### config.mk
export PLATFORM = sky130hd
export DESIGN_NAME = run_limit_serializer
export DESIGN_NICKNAME = d
export VERILOG_FILES = /design/src/rtl/run_limit_serializer_pkg.sv /design/src/rtl/run_limit_serializer_run_tracker.sv /design/src/rtl/run_limit_serializer.sv
export SDC_FILE = /design/constraint.sdc
export NUM_CORES = 1
export LEC_CHECK = 0
export CORE_ASPECT_RATIO = 1.5
export CORE_UTILIZATION = 35
export CTS_BUF_LIST = sky130_fd_sc_hd__clkbuf_4 sky130_fd_sc_hd__clkbuf_8
export DETAILED_ROUTE_END_ITERATION = 10
export DONT_BUFFER_PORTS = 1
export PLACE_DENSITY = 0.58
export RECOVER_POWER = 100
export SETUP_SLACK_MARGIN = 0.05
export SLEW_MARGIN = 40
export SYNTH_ARGS = -nofsm -noshare
export SYNTH_HDL_FRONTEND = slang
export SYNTH_SLANG_ARGS = --single-unit
### constraint.sdc
create_clock -name clock -period 1.98 [get_ports clock]
set_input_delay 0.099 -clock clock [delete_from_list [all_inputs] [get_ports clock]]
set_output_delay 0.099 -clock clock [all_outputs]
set_load 0.02 [all_outputs]
### src/rtl/run_limit_serializer_pkg.sv
// Shared types and constants for the run-limited serial transmit path.
// Also used by the receive-side destuffer, so keep it free of block-specific logic.
package run_limit_pkg;

    typedef enum logic [1:0] {
        IDLE  = 2'b00,
        SHIFT = 2'b01,
        STUFF = 2'b10
    } state_e;

    localparam int DEF_DATA_W  = 8;
    localparam int DEF_RUN_MAX = 3;

    // Ceiling log2; clog2(1) is 0, so callers needing a 1-bit minimum must clamp.
    function automatic int clog2(input int value);
        int result;
        result = 0;
        while ((1 << result) < value) begin
            result = result + 1;
        end
        return result;
    endfunction

endpackage

### src/rtl/run_limit_serializer_run_tracker.sv
// Tracks the length of the current run of identical bits on a serial line and
// flags when the bit just seen completes a run of RUN_MAX.
module run_tracker
    import run_limit_pkg::*;
#(
    parameter int RUN_MAX = DEF_RUN_MAX
) (
    input  logic clock,
    input  logic rst,
    input  logic clear,
    input  logic bit_valid,
    input  logic bit_i,
    output logic stuff_req
);

    localparam int              RUN_W     = clog2(RUN_MAX + 1);
    localparam logic [RUN_W-1:0] RUN_LIMIT = RUN_W'(RUN_MAX);

    logic [RUN_W-1:0] run_cnt_q;
    logic [RUN_W-1:0] run_cnt_d;
    logic             last_bit_q;

    // NOTE: every variable written here gets a default first, so no path can infer a latch.
    always_comb begin
        run_cnt_d = run_cnt_q;
        if (bit_valid) begin
            if (bit_i != last_bit_q || run_cnt_q == '0) begin
                run_cnt_d = RUN_W'(1);
            end else if (run_cnt_q != RUN_LIMIT) begin
                run_cnt_d = run_cnt_q + RUN_W'(1);
            end
        end
    end

    // Decision is on the post-update count so the stuff bit follows immediately.
    assign stuff_req = bit_valid && (run_cnt_d == RUN_LIMIT);

    // NOTE: state registers use non-blocking assignments only, so every flop sees pre-edge values.
    always_ff @(posedge clock or posedge rst) begin
        if (rst) begin
            run_cnt_q  <= '0;
            last_bit_q <= 1'b0;
        end else if (clear) begin
            run_cnt_q  <= '0;
            last_bit_q <= 1'b0;
        end else if (bit_valid) begin
            run_cnt_q  <= run_cnt_d;
            last_bit_q <= bit_i;
        end
    end

endmodule

### src/rtl/run_limit_serializer.sv
// Parallel-to-serial transmitter, MSB first, inserting a complementary stuff bit
// after every RUN_MAX identical bits so the line never carries a longer run.
module run_limit_serializer
    import run_limit_pkg::*;
#(
    parameter int DATA_W  = DEF_DATA_W,
    parameter int RUN_MAX = DEF_RUN_MAX
) (
    input  logic              clock,
    input  logic              rst,
    input  logic [DATA_W-1:0] din,
    input  logic              din_valid,
    output logic              din_ready,
    output logic              w,
    output logic              w_valid,
    output logic              w_stuff,
    output logic              busy
);

    localparam int               IDX_W    = (clog2(DATA_W) > 0) ? clog2(DATA_W) : 1;
    localparam logic [IDX_W-1:0] LAST_IDX = IDX_W'(DATA_W - 1);

    state_e            state_q;
    state_e            state_d;
    logic [DATA_W-1:0] shreg_q;
    logic [DATA_W-1:0] shreg_d;
    logic [IDX_W-1:0]  bit_idx_q;
    logic [IDX_W-1:0]  bit_idx_d;
    logic              w_q;
    logic              w_d;
    logic              w_valid_q;
    logic              w_valid_d;
    logic              w_stuff_q;
    logic              w_stuff_d;
    logic              busy_q;
    logic              busy_d;

    logic              last_data;
    logic              stuff_req;
    logic              accept;
    logic              track_clear;

    // bit_idx is the index of the data bit most recently placed on w; it is
    // not advanced across a stuff bit, so in STUFF it still names that bit.
    assign last_data = (bit_idx_q == LAST_IDX);

    always_comb begin
        din_ready = 1'b0;
        case (state_q)
            IDLE:    din_ready = 1'b1;
            SHIFT:   din_ready = last_data && !stuff_req;
            STUFF:   din_ready = last_data;
            default: din_ready = 1'b0;
        endcase
    end

    assign accept = din_valid && din_ready;

    always_comb begin
        state_d   = state_q;
        shreg_d   = shreg_q;
        bit_idx_d = bit_idx_q;
        case (state_q)
            IDLE: begin
                if (accept) begin
                    state_d   = SHIFT;
                    shreg_d   = din;
                    bit_idx_d = '0;
                end
            end
            SHIFT: begin
                if (stuff_req) begin
                    state_d = STUFF;
                end else if (!last_data) begin
                    shreg_d   = shreg_q << 1;
                    bit_idx_d = bit_idx_q + IDX_W'(1);
                end else if (accept) begin
                    shreg_d   = din;
                    bit_idx_d = '0;
                end else begin
                    state_d = IDLE;
                end
            end
            STUFF: begin
                if (!last_data) begin
                    state_d   = SHIFT;
                    shreg_d   = shreg_q << 1;
                    bit_idx_d = bit_idx_q + IDX_W'(1);
                end else if (accept) begin
                    state_d   = SHIFT;
                    shreg_d   = din;
                    bit_idx_d = '0;
                end else begin
                    state_d = IDLE;
                end
            end
            default: begin
                state_d   = IDLE;
                bit_idx_d = '0;
            end
        endcase
    end

    // The stuff bit complements the data bit currently on the line.
    always_comb begin
        w_valid_d = (state_d != IDLE);
        w_stuff_d = (state_d == STUFF);
        busy_d    = (state_d != IDLE);
        w_d       = 1'b0;
        if (state_d == SHIFT) begin
            w_d = shreg_d[DATA_W-1];
        end else if (state_d == STUFF) begin
            w_d = ~w_q;
        end
    end

    always_ff @(posedge clock or posedge rst) begin
        if (rst) begin
            state_q   <= IDLE;
            bit_idx_q <= '0;
            w_q       <= 1'b0;
            w_valid_q <= 1'b0;
            w_stuff_q <= 1'b0;
            busy_q    <= 1'b0;
        end else begin
            state_q   <= state_d;
            bit_idx_q <= bit_idx_d;
            w_q       <= w_d;
            w_valid_q <= w_valid_d;
            w_stuff_q <= w_stuff_d;
            busy_q    <= busy_d;
        end
    end

    // NOTE: the shift register is pure datapath, only read in SHIFT after a load, so it carries no reset.
    always_ff @(posedge clock) begin
        shreg_q <= shreg_d;
    end

    assign track_clear = (state_d == IDLE);

    run_tracker #(
        .RUN_MAX (RUN_MAX)
    ) u_run_tracker (
        .clock     (clock),
        .rst       (rst),
        .clear     (track_clear),
        .bit_valid (w_valid_q),
        .bit_i     (w_q),
        .stuff_req (stuff_req)
    );

    assign w       = w_q;
    assign w_valid = w_valid_q;
    assign w_stuff = w_stuff_q;
    assign busy    = busy_q;

endmodule

==> metrics.md <==
| Metric | Value |
|---|---|
| CTS tree | `yes` |
| Pleak | `between 0.6 and 0.7 nW` |
| GR peak layer | `met2` |
| Drt drc | `0` |
| Final setup viols | `0` |
| Synth Area in Adders | `~6.9%` |
| Simple logic cell fraction of the synthesized area | `between 10% and 20%` |
| VDD IR max | `0.994 mV` |
| Die width | `approximately 51 um` |
| Fin cells | `just under 200` |
| R2R Setup Slk | `90 ps` |
| Main combinational cell family by area after synthesis | `compound AO/OA/AOI/OAI gates` |
| TritonCTS buffer count | `3` |
| Hold path endpoint | `shreg_q[3]` |
| Vias in the first global route | `1075` |
| Area growth syn-to-layout | `27.9%` |
| Critical path class | `reg -> reg` |
| Reg clk slew, reported paths | `approximately 80 ps` |
| Achievable frequency | `around 530 MHz` |
| Reg-to-reg startpoint | `state_q[0]` |
| M3 GR Usage | `under 10%` |
| Synthesized cell area | `~1300 um2` |
| Worst-case clock buffer depth | `2` |
| Setup TNS | `0 ps` |
| Cells on Worst Hold Path | `2` |
| ANT nets after route | `0` |
| Clock Skew | `2.02 ps` |
| Met1 usage | `about 15%` |
| RSZ-0062 raised after global routing | `true` |
| Async S/R FF share, synth | `57.9%` |
| Port-buffer cells | `0` |
| Slew margin rel. | `roughly half` |
| Full die area | `roughly 3900 um2` |
| Layout net count | `between 150 and 200` |
| Distinct cells, synth | `46` |
| Fin. Hold Viols | `0` |
| Starting Density | `36.9%` |
| Top_reg_cell synth | `dfrtp_1` |
| Clock Latency Late Sink | `260 ps` |
| Synth Area in XOR/XNOR | `less than 1%` |
| I/O Pins | `16` |
| Synth Area in Compound Gates | `~28%` |
| Final wirelength | `3170 um` |
| Synth Warn # | `0` |
| Global routing met2 resource utilization | `between 30% and 40%` |
| Slew Limit Fails | `0` |
| GRT overflow | `0` |
| DR pass1 iterations | `4` |
| Status | `finished, final reports clean` |
| Synthesized area per cell | `slightly below 10 um2` |
| Vias per cell | `5.55` |
| Max-cap violations | `0` |
| Reg2reg end | `w` |
| Final HPWL DP | `2330 um` |
| Core box area | `3450 um2` |
| Largest fanout on the critical path | `4` |
| Initial antenna violation count | `0` |
| Synth Register Bits | `19` |
| CP Data Arrival Time | `roughly 2100 ps` |
| Worst Setup End Kind | `flip-flop` |
| Clock root buffer master | `clkbuf_8` |
| Crit path time final | `1890 ps` |
| PwrDens | `around 1600 nW/um2` |
| GRT Total Usage | `approximately 17%` |
| Ant diodes | `0` |
| HP Class | `in -> reg` |
| H-tree levels | `1` |
| Worst EP required | `~2200 ps` |
| Slew @ Worst Pin | `727 ps` |
| Type of origin of the critical path | `flip-flop` |
| First-pass GRT wire length | `around 4800 um` |
| GP Congestion | `roughly 0.8` |
| Vias | `1076` |
| CP startpoint | `state_q[0]` |
| R2R depth | `7` |
| Cell Rows | `26` |
| Clk sinks | `19` |
| Net Count, Synth | `about 150` |
| Cells after synthesis | `approximately 130` |
| Period utilization | `a little over nine tenths` |
| Mux share of post-synthesis cell area | `between 3 and 4%` |
| Hold path startpoint | `din[3]` |
| EDFF count, synth | `7` |
| Sequential area share after synthesis | `39.7%` |
| Die Ht | `about 76 um` |
| Largest net degree at the start of global routing | `20` |
| Placed Instances | `between 150 and 200` |
| Routed WL per cell | `16.4 um` |
| Iter 0 DRT Violations | `22` |
| Share of cells above drive strength 1 | `34.9%` |
| Final Power | `between 2 and 3 mW` |
==> routing by layer <==
metal	wire (um)	part of all wire [%]
met5	0	0
met4	74	2.3
met3	76	2.4
met2	1820	57
met1	1210	38
==> through the flow <==
step	hold WS, ps	utilization [%]	worst slack [ps]	instance area, um2
6_report	88.5	47.2	87.3	1630
5_1_grt	83.6	47.2	-12.3	1630
3_5_place_dp	24.3	40.9	-29.6	1410
4_1_cts	88.1	44.7	53.3	1540
3_3_place_gp	14.8	40.9	6.26	1410
2_1_floorplan	-48.6	-	72.0	1280
==> cells by family (layout without fill, tap and decap cells) <==
| group | after synthesis | in the layout |
|---|---|---|
| fa+ha+maj | 7 | 7 |
| mux | 4 | 4 |
| xor+xnor | 1 | 1 |
| simple gates | 40 | 40 |
| buf+inv | 15 | 38 |
| compound gates | 43 | 43 |
| flops | 19 | 19 |
==> cells in the final DEF, fill, tap and decap left out, types with 2 or more instances in the layout <==
master    count
a21oi_1      13
a22oi_1       5
and2_1        3
buf_4        21
clkbuf_1      2
clkbuf_8      3
dfrtp_1      10
edfxtp_1      7
ha_1          4
ha_4          3
inv_1         4
inv_2         3
mux2i_1       4
nand2_1      10
nand3b_1      3
nor2_1       10
nor4b_1       2
o21ai_0       2
o22ai_1       3
==> repair_timing <==
| item | in CTS | in global routing |
|---|---|---|
| hold buffers | 1 | 0 |
| cloned | 0 | 0 |
| gates resized for setup | 9 | 11 |
| pin swaps | 4 | 4 |
| hold endpoints to repair | 11 | 0 |
| setup endpoints to repair | 15 | 10 |
| buffers inserted | 6 | 5 |
==> report_power, final <==
part | total, mW | internal [mW] | switching, mW
Sequential | 0.744 | 0.610 | 0.134
Clock | 0.281 | 0.140 | 0.140
Combinational | 1.54 | 0.714 | 0.827
Total | 2.57 | 1.46 | 1.10
==> cell usage after synthesis, types with 2 or more instances <==
cell type / count / area [um2]
a21oi_1: 13 / 65.1
a22oi_1: 6 / 45.0
and2_1: 4 / 25.0
buf_4: 3 / 22.5
clkbuf_1: 3 / 11.3
dfrtp_1: 11 / 275
edfxtp_1: 7 / 210
ha_1: 7 / 87.6
inv_1: 6 / 22.5
mux2i_1: 4 / 40.0
nand2_1: 10 / 37.5
nand3_1: 2 / 10.0
nand3b_1: 3 / 22.5
nor2_1: 11 / 41.3
nor2b_1: 2 / 12.5
nor4b_1: 2 / 17.5
o21ai_0: 2 / 10.0
o221ai_1: 2 / 17.5
o22ai_1: 3 / 18.8
o31ai_1: 2 / 15.0
==> layout make-up <==
type	instances	area, um2
well taps	42	52.6
multi-input cells	95	783
flip-flops and latches	19	507
clock buffers	3	41.3
clock inverters	1	5.00
inverters	7	26.3
fillers	326	1820
repair buffers	27	214
==> worst max path at each step <==
stage	end	slack (ps)	cells after the start
after global placement	u_run_tracker.run_cnt_q[1]	6	7
after CTS	din_ready	50	8
after floorplan	w	70	7
after global routing	w	-10	7
final	w	90	7
after detailed placement	bit_idx_q[1]	-30	8
==> state kept, by name, indices dropped and copies added, names as in the netlist <==
| register | cells |
|---|---|
| busy | 1 |
| bit_idx_q | 3 |
| u_run_tracker.run_cnt_q | 2 |
| shreg_q | 8 |
| w_stuff | 1 |
| w | 1 |
| state_q | 2 |
| u_run_tracker.last_bit_q | 1 |
==> critical path, cell delays in order, from the launching register on <==
cell	delay [ps]
dfrtp_1	410
inv_2	80
ha_4	160
nand3b_1	210
o221a_4	260
o221ai_4	170
or3b_1	380
o22ai_1	150
Power figures use the tool's default switching activity.
